[src/rtl/beep_driver.sv]
// Event-to-pulse output driver: each accepted event becomes a fixed-width high
// pulse followed by a mandatory low gap, with a saturating replay queue.
module beep_driver #(
  parameter int unsigned ON_TICKS    = 5000,
  parameter int unsigned GAP_TICKS   = 5000,
  parameter int unsigned MAX_PENDING = 7,
  localparam int unsigned PW         = $clog2(MAX_PENDING + 1)
) (
  input  logic          i_clk,
  input  logic          i_reset_n,
  input  logic          i_event,
  input  logic          i_cancel,
  output logic          o_drive,
  output logic          o_busy,
  output logic [PW-1:0] o_pending,
  output logic          o_overflow
);

  localparam int unsigned CW = 32;
  localparam logic [CW-1:0] ON_LAST  = CW'(ON_TICKS - 1);
  localparam logic [CW-1:0] GAP_LAST = CW'(GAP_TICKS - 1);
  localparam logic [PW-1:0] PEND_MAX = PW'(MAX_PENDING);

  typedef enum logic [1:0] {
    IDLE = 2'd0,
    ON   = 2'd1,
    GAP  = 2'd2
  } state_t;

  state_t        state, next_state;
  logic [CW-1:0] cnt, next_cnt;
  logic [PW-1:0] pending, next_pending;
  logic          next_overflow;
  logic          enqueue;

  // Next-state, tick counter and pending-queue update
  always_comb begin
    next_state    = state;
    next_cnt      = cnt + CW'(1);
    next_pending  = pending;
    next_overflow = 1'b0;
    enqueue       = 1'b0;

    case (state)
      IDLE: begin
        next_cnt = '0;
        if (i_event) next_state = ON;
      end
      ON: begin
        enqueue = i_event;
        if (cnt == ON_LAST) begin
          next_state = GAP;
          next_cnt   = '0;
        end
      end
      GAP: begin
        if (cnt == GAP_LAST) begin
          next_cnt = '0;
          if ((pending != '0) || i_event) begin
            // A same-cycle event takes the slot of the consumed one
            next_state = ON;
            if (!i_event) next_pending = pending - PW'(1);
          end else begin
            next_state = IDLE;
          end
        end else begin
          enqueue = i_event;
        end
      end
      default: begin
        next_state = IDLE;
        next_cnt   = '0;
      end
    endcase

    if (enqueue) begin
      if (pending == PEND_MAX) next_overflow = 1'b1;
      else                     next_pending  = pending + PW'(1);
    end

    // Cancel wins over everything, including a coincident event
    if (i_cancel) begin
      next_state    = IDLE;
      next_cnt      = '0;
      next_pending  = '0;
      next_overflow = 1'b0;
    end
  end

  // Registered state and outputs; drive/busy derive from next_state so they are glitch-free
  always_ff @(posedge i_clk or negedge i_reset_n) begin
    if (!i_reset_n) begin
      state      <= IDLE;
      cnt        <= '0;
      pending    <= '0;
      o_overflow <= 1'b0;
      o_drive    <= 1'b0;
      o_busy     <= 1'b0;
    end else begin
      state      <= next_state;
      cnt        <= next_cnt;
      pending    <= next_pending;
      o_overflow <= next_overflow;
      o_drive    <= (next_state == ON);
      o_busy     <= (next_state != IDLE);
    end
  end

  assign o_pending = pending;

endmodule
[config.mk]
export PLATFORM = sky130hd
export DESIGN_NAME = beep_driver
export DESIGN_NICKNAME = d
export VERILOG_FILES = /design/src/rtl/beep_driver.sv
export SDC_FILE = /design/constraint.sdc
export NUM_CORES = 1
export LEC_CHECK = 0
export CAP_MARGIN = 20
export CORE_UTILIZATION = 45
export DETAILED_ROUTE_END_ITERATION = 8
export SLEW_MARGIN = 20
export SYNTH_ARGS = -nofsm -noshare
export SYNTH_HDL_FRONTEND = slang
export SYNTH_SLANG_ARGS = --single-unit
[constraint.sdc]
create_clock -name i_clk -period 5.1 [get_ports i_clk]
set_input_delay 1.02 -clock i_clk [delete_from_list [all_inputs] [get_ports i_clk]]
set_output_delay 1.02 -clock i_clk [all_outputs]
set_load 0.02 [all_outputs]
==> results of run 1 <==
-- state kept, by name (all words and copies together), names as in the netlist --
register and flops:
state 2, o_drive 1, o_busy 1, o_pending 3
cnt 32, o_overflow 1
-- cells in the mapped netlist --
master,n,share of area [%]
a211oi_1,2,0.69
o21a_1,2,0.69
xnor2_1,12,4.8
nor2_1,36,6.2
nand3_1,17,3.9
nand4_1,8,2.3
nor2b_1,3,0.86
nor3_1,3,0.69
dfrtp_1,40,46
or3_1,1,0.29
nand2b_1,2,0.57
mux2i_1,1,0.46
a221o_1,1,0.46
or2_1,2,0.57
nor4_4,1,0.97
nor4_2,1,0.57
and4_2,1,0.46
o31ai_1,1,0.34
a21oi_1,6,1.4
ha_1,9,5.1
and3_2,1,0.34
and2_1,1,0.29
and4bb_2,1,0.57
inv_1,7,1.2
mux2_4,1,0.69
a31o_2,1,0.40
and4_1,3,1.2
a211oi_2,1,0.57
clkbuf_1,4,0.69
nor4b_2,2,1.4
nor4_1,9,2.6
nand2_1,15,2.6
a31oi_1,1,0.29
o2111ai_1,1,0.40
and3_1,4,1.1
or2_2,2,0.57
a311oi_1,1,0.40
o21ai_0,2,0.46
xor2_1,17,6.8
or3_4,1,0.51
-- metal layers --
metal  part of all wire (%)  GRT usage [%]
met5                      0              0
met4                    2.2           8.71
met3                    2.6           3.09
met2                     47           30.6
met1                     48           25.2
-- where the power goes --
| group | internal, mW | total [mW] | switching [mW] |
|---|---|---|---|
| combinational | 0.0129 | 0.0359 | 0.0231 |
| sequential | 0.320 | 0.323 | 0.00280 |
| clock | 0.110 | 0.213 | 0.103 |
-- cells by family after synthesis --
logic type | synth area share [%]
mux | 1.14
xor+xnor | 11.6
flops | 45.7
simple gates | 28.5
fa+ha+maj | 5.14
compound gates | 6.06
buf+inv | 1.89
-- path summary, 6_finish.rpt --
path	end	depth (start not counted)	slack, ns
min in group asynchronous	cnt[7]	1	0.85
hold reg to reg	cnt[0]	1	0.49
setup / recovery	o_pending[1]	6	2.66
max in group asynchronous	cnt[10]	1	3.70
setup reg to reg	o_pending[1]	5	2.74
hold / removal	cnt[0]	1	0.49
-- metrics by stage --
step / cell area, sq um / cells / power, mW / hold WS (ns) / setup slack, ns
CTS: 2420 / 291 / 0.578 / 0.486 / 2.44
global placement: 2330 / 283 / 0.365 / 0.464 / 2.29
floorplan: 2190 / 224 / 0.348 / 0.448 / 3.06
detailed placement: 2330 / 283 / 0.366 / 0.474 / 2.25
finish: 2430 / 291 / 0.572 / 0.491 / 2.66
global route: 2430 / 291 / 0.593 / 0.520 / 2.57
-- final cells by class --
| cell class | count | area [sq um] |
|---|---|---|
| Multi-Input combinational cell | 173 | 1160 |
| Tap cell | 54 | 67.6 |
| Inverter | 7 | 26.3 |
| Fill cell | 437 | 2270 |
| Clock buffer | 8 | 90.1 |
| Timing Repair Buffer | 9 | 85.1 |
| Sequential cell | 40 | 1000 |
-- worst max-delay path: cells and delay by family --
| family | cells | cell delay [ns] |
|---|---|---|
| compound gates | 1 | 0.22 |
| buf+inv | 2 | 0.66 |
| mux | 1 | 0.31 |
| simple gates | 2 | 0.43 |
==> results.cfg, run 1 <==
[finish]
utilization_pct = 51.7
drive_gt1_share_pct = 9.28
mostFrequentLayoutCells = 40 x dfrtp_1, 36 x nor2_1, 17 x nand3_1, 17 x xor2_1, 14 x nand2_1
fin_nets = 249
final_common_cell = dfrtp_1
diodes = 0
syn2layout_area_growth_pct = 10.8

[global_route]
grt_pass1_wl_um = 7560
antenna_found_initial = 0
gr-usage-all-layers_pct = 19.0
grt_overflow = 0
grt_max_degree = 41
first_global_vias = 1635

[cts]
cts-htree-levels = 2
insertion_delay_ns = 0.29
cts-root-buf = clkbuf_8
clockBufferDepth = 2
cts_buffers = 5
holdBufCountCts = 0
cts_resized = 0
cts_setup_buffers = 0
cts.sinks = 40
path_clk_slew_ns = 0.07
cts_tree = yes

[drt]
drt_iter0_markers = 125
drtAntennaViolNets = 0
vias = 1618
wl_per_cell_um = 14.5
drc = 0
first_pass_iters = 4
wl_um = 4230
viasPerCell = 5.56

[logic_synthesis]
ys_ff_latch = 40
ys_seq_area_share_pct = 45.7
synthDistinctLibCells = 40
syn-cell-area_sq_um = 2190
syn-num-nets = 237
syn_avg_cell_area_sq_um = 9.78
yosysWarnings = 0
netlist_instances = 224

[power]
vdd_drop_max_v = 0.000106
p_per_area_nw_per_um2 = 236
leakagePower_nw = 0.960

[sta]
slew_violations = 0
rsz0062_at_grt = no
setup_viol = 0
setup_tns_ns = 0
slew_headroom_pct = 41.8
timing_hold_violations_final = 0
skew_ns = 0.00415
fmax_mhz = 410
tightest_slew_ns = 0.873
finalCritPeriodShare_pct = 47.9
fin_crit_ns = 2.44

[worst_hold_path]
hold_class = register to register
hold_start = cnt[0]

[critical_path]
critPathCaptureType = register
r2r-start = cnt[16]
cpPeakStageDelay_ns = 0.53
crit_chain = clkdlybuf4s50_1 -> inv_1 -> nand3_1 -> or3_4 -> mux2_4 -> a211oi_2
cp_data_required_time_ns = 5.30
crit_start = i_event
critPathLaunchType = input port
cp_max_fo = 7
crit_slowest_cell = clkdlybuf4s50_1
arrival_ns = 2.64
worstSetupPathType = input port to register

[run_status]
status = finished, final reports clean

[floorplan]
fp.dieArea_sq_um = 5150
ios = 10
start_util_pct = 46.7
die_h_um = 71.8
coreArea_sq_um = 4690
rows = 25
die_w_um = 71.8

[placement]
gp_congestion = 0.829
hpwl_um = 2960
portBuffers = 9

[run]
maxCapViolCount = 0
Note: power is estimated with default switching activity, not from simulation.
==> inputs of run 2 (changes only) <==
- clock period: 5.1 -> 2 ns (I/O delays scaled with it)
==> run 2 against run 1 <==
  * Core utilization is 6.7 points higher
  * Hold slack got worse by 0.44 ns
  * Setup slack lost 2.6 ns
  * Register-to-register slack got worse by 2.7 ns
  * Critical path depth is 1 higher
==> results.cfg, run 2 (synthesis results as in run 1) <==
[cts]
cts_tree = yes
cts.sinks = 40
insertion_delay_ns = 0.30
clockBufferDepth = 2
holdBufCountCts = 0
cts-root-buf = clkbuf_8
path_clk_slew_ns = 0.08
cts-htree-levels = 2
cts_buffers = 5

[floorplan]
fp.dieArea_sq_um = 5150
die_w_um = 71.8
ios = 10
start_util_pct = 46.7
rows = 25
coreArea_sq_um = 4690
die_h_um = 71.8

[critical_path]
cp_data_required_time_ns = 2.22
worstSetupPathType = register to register
critPathCaptureType = register
cp_max_fo = 5
crit_start = o_pending[0]
r2r-start = o_pending[0]
arrival_ns = 2.13
r2r_slack_ns = 0.09
critPathLaunchType = register

[drt]
wl_um = 4570
viasPerCell = 5.34
vias = 1737
wl_per_cell_um = 14.1
drtAntennaViolNets = 0
drt_iter0_markers = 76
first_pass_iters = 4
drc = 0

[sta]
slew_violations = 0
fin_crit_ns = 1.91
rsz0062_at_grt = yes
timing_hold_violations_final = 0
skew_ns = 0.00302
slew_headroom_pct = 67.0
finalCritPeriodShare_pct = 95.6
layout_setup_ws_ns = 0.0876
setup_viol = 0
tightest_slew_ns = 0.495
fmax_mhz = 523

[placement]
dp_worst_setup_slack_ns = -0.0241
portBuffers = 9
gp_congestion = 0.844
hpwl_um = 3380

[global_route]
first_global_vias = 1664
grt_overflow = 0
grt_max_degree = 26
grt_pass1_wl_um = 7750
gr-usage-all-layers_pct = 19.9
antenna_found_initial = 0

[finish]
diodes = 0
fin_nets = 283
drive_gt1_share_pct = 22.5
seq_area_sq_um = 1000
multiInputGateArea_sq_um = 1170
utilization_pct = 58.4
final_common_cell = dfrtp_1
syn2layout_area_growth_pct = 25.2
n_fill_cell = 424
regMostFlops = cnt
mostFrequentLayoutCells = 39 x dfrtp_1, 36 x nor2_1, 32 x buf_4, 17 x nand3_1, 17 x xor2_1
largest_reg_flops = 32

[run]
maxCapViolCount = 0

[power]
vdd_drop_max_v = 0.000355
finalPower_mw = 1.61
p_per_area_nw_per_um2 = 587
leakagePower_nw = 1.15

[worst_hold_path]
hold_class = input port to asynchronous set/reset pin

[run_status]
status = finished, final reports clean
==> run 2: path summary, 6_finish.rpt <==
kind                           endpoint  depth (start not counted)
setup / recovery           o_pending[1]                          7
hold / removal                   cnt[9]                          1
setup reg to reg           o_pending[1]                          7
hold reg to reg                  cnt[0]                          2
max in group asynchronous       cnt[25]                          2
min in group i_clk               cnt[0]                          2
==> run 2: area by class of cell <==
cell class,instances,area share (%)
multi-input cells,173,42.6
flip-flops and latches,40,36.6
repair buffers,43,13.3
clock buffers,5,2.51
well taps,54,2.46
clock inverters,3,1.55
inverters,7,0.958
==> run 2: metal layers <==
layer / vias up / track usage, % / share of wire [%]
met4: 0 / 6.54 / 1.4
met2: 31 / 30.1 / 45
met5: - / 0 / 0
met1: 821 / 27.8 / 50
li1: 878 / - / -
met3: 7 / 5.49 / 3.9
==> run 2: repair_timing <==
| action | 4_1_cts | 5_1_grt |
|---|---|---|
| pin swaps | 0 | 4 |
| gates resized for setup | 1 | 4 |
| setup buffers | 1 | 1 |
| setup endpoints to repair | 1 | 3 |
==> run 2: through the flow <==
step / area [sq um] / std cells / setup TNS, ns / hold WS [ns]
after floorplan: 2190 / 224 / 0 / 0.104
after CTS: 2710 / 324 / 0 / 0.0665
after global routing: 2740 / 325 / -0.0215 / 0.0918
after detailed placement: 2590 / 315 / -0.0241 / 0.395
final: 2740 / 325 / 0 / 0.0537
after global placement: 2590 / 315 / 0 / 0.399
==> run 2: critical path, cell delays in order (launching register included) <==
cell and delay [ns]:
dfrtp_1 0.42, inv_1 0.08, ha_1 0.23, nand2b_1 0.10
nand3_1 0.10, or3_4 0.39, mux2_4 0.31, a211oi_2 0.19
==> run 2: power by group <==
part | switching, mW | internal, mW
clock network | 0.308 | 0.369
registers | 0.00632 | 0.816
logic | 0.0634 | 0.0457
==> inputs of run 3 (changes only) <==
- PLACE_DENSITY_LB_ADDON: default -> 0.15
==> run 3 against run 2 <==
  * Clock power decreased by 17%
  * Combinational power about the same
  * Non-clock buffer count rose by 2
  * Flip-flop and latch count unchanged
  * Register-to-register slack worse by 0.04 ns
  * Sequential share of layout area fell by 0.21 points
  * Count of clock-buffer cells in the layout is 3 higher
  * Total power is 7.0% lower
  * Clock skew is 0.0078 ns higher
  * Sequential power is essentially flat
  * Cell area increased by 0.82%
  * Global-route usage up 0.32 points
==> results.cfg, run 3 (synthesis results as in run 1) <==
[finish]
fin_nets = 285
regMostFlops = cnt
final_common_cell = dfrtp_1
drive_gt1_share_pct = 25.3
mostFrequentLayoutCells = 37 x dfrtp_1, 36 x nor2_1, 35 x buf_4, 17 x nand3_1, 17 x xor2_1
largest_reg_flops = 32
diodes = 0
fin_cells = 327
syn2layout_area_growth_pct = 26.2

[global_route]
grt_overflow = 0
busiest_layer = met2
use_met1_pct = 28.2
gr-usage-all-layers_pct = 20.3
use_met2_pct = 30.2
gr-usage-met3_pct = 4.22
grt_pass1_wl_um = 8040
antenna_found_initial = 0
grt_max_degree = 41
first_global_vias = 1716

[critical_path]
crit_family = simple AND/OR/NAND/NOR gates
worstSetupPathType = register to register
arrival_ns = 2.16
cp_data_required_time_ns = 2.21
critPathLaunchType = register
path_buf_inv = 0
critPathCapture = o_pending[1]
critPathCaptureType = register
ff2ff_path_depth = 5
r2r_slack_ns = 0.05
crit_slowest_cell = dfrtp_2
crit_cells = 5
cpPeakStageDelay_ns = 0.45
r2r-start = cnt[20]
crit_start = cnt[20]
crit_chain = nor4b_2 -> nand4_1 -> or3_4 -> mux2_4 -> a211oi_2
r2r_end = o_pending[1]
cp_max_fo = 4

[worst_hold_path]
hold_class = input port to asynchronous set/reset pin

[power]
p_seq_share_pct = 55.1
finalPower_mw = 1.50
p_comb_share_pct = 7.4
p_switching_uw = 352
p_int_mw = 1.14
vdd_drop_max_v = 0.000238
switching_share_pct = 23.6
p_per_area_nw_per_um2 = 541
leakagePower_nw = 1.15
p_clk_share_pct = 37.6

[cts]
path_clk_slew_ns = 0.08
insertion_delay_ns = 0.30
cts_tree = yes
clockBufferDepth = 2
cts_buffers = 5
cts-htree-levels = 2
cts.sinks = 40
cts-root-buf = clkbuf_8

[sta]
timing_hold_violations_final = 0
slew_violations = 0
finalCritPeriodShare_pct = 97.5
skew_ns = 0.0108
fmax_mhz = 513
setup_viol = 0
tightest_slew_ns = 0.506
slew_headroom_pct = 66.3
fin_crit_ns = 1.95
whs_ns = 0.153

[drt]
viasPerCell = 5.38
vias = 1759
drc = 0
drt_iter0_markers = 110
first_pass_iters = 4
drtAntennaViolNets = 0
wl_um = 4800
wl_per_cell_um = 14.7

[floorplan]
rows = 25
coreArea_sq_um = 4690
die_h_um = 71.8
fp.dieArea_sq_um = 5150
die_w_um = 71.8
ios = 10
start_util_pct = 46.7

[run_status]
status = finished, final reports clean

[run]
maxCapViolCount = 0

[placement]
portBuffers = 9
hpwl_um = 3310
place_inst = 316
gp_congestion = 0.823
==> run 3: changes by cell type in the layout (fill, tap and decap cells not counted), sizes merged <==
cell / change
clkinv: -1
clkbuf: +3
bufinv: -1
clkinvlp: -1
buf: +2
==> run 3: per-stage QoR <==
step | instance area (sq um) | util [%] | TNS, ns | worst slack [ns]
after floorplan | 2190 | - | 0 | 0.0402
after global placement | 2590 | 55.1 | 0 | 0.0397
after detailed placement | 2590 | 55.1 | 0 | 0.00641
after CTS | 2680 | 57.2 | 0 | 0.00374
after global routing | 2760 | 58.9 | -0.0460 | -0.0301
final | 2760 | 58.9 | 0 | 0.0497
==> run 3: cell type report <==
class	instances	area [sq um]
clock buffer	8	90.1
fill	413	1930
inverter	7	26.3
multi-input combinational	173	1210
sequential	40	1000
tap	54	67.6
timing repair buffer	45	368
==> run 3: worst min-delay path by stage <==
stage | startpoint | to | slack, ns | cells after the start
after global placement | i_reset_n | cnt[8] | 0.50 | 2
final | i_reset_n | cnt[9] | 0.15 | 2
after CTS | i_reset_n | cnt[9] | 0.17 | 2
after global routing | i_reset_n | cnt[8] | 0.19 | 2
after detailed placement | i_reset_n | cnt[8] | 0.49 | 2
after floorplan | i_reset_n | cnt[0] | 0.10 | 0
==> run 3: metal layers <==
layer  vias to the layer above  wire length [um]
met2                        25              2250
met4                         0               125
met3                        12                91
li1                        883                 -
met1                       839              2340
met5                         -                 0
==> run 3: power groups by stage <==
stage          Clock (mW)  Combinational (mW)  Sequential [mW]
3_5_place_dp            0               0.107            0.839
3_3_place_gp            0               0.107            0.839
4_1_cts             0.575               0.107            0.823
2_1_floorplan           0              0.0424            0.845
6_report            0.562               0.110            0.824
5_1_grt             0.607               0.122            0.825
==> run 3: worst reg2reg max path: stages (launching register included) <==
cell,delay (ns)
dfrtp_2,0.45
nor4b_2,0.30
nand4_1,0.21
or3_4,0.43
mux2_4,0.31
a211oi_2,0.17
==> run 3: timing repair <==
action	4_1_cts	5_1_grt
cloned	0	0
gates resized for setup	1	14
pin swaps	1	7
hold buffers	0	0
endpoints found under the setup margin	2	4
setup buffers	0	3
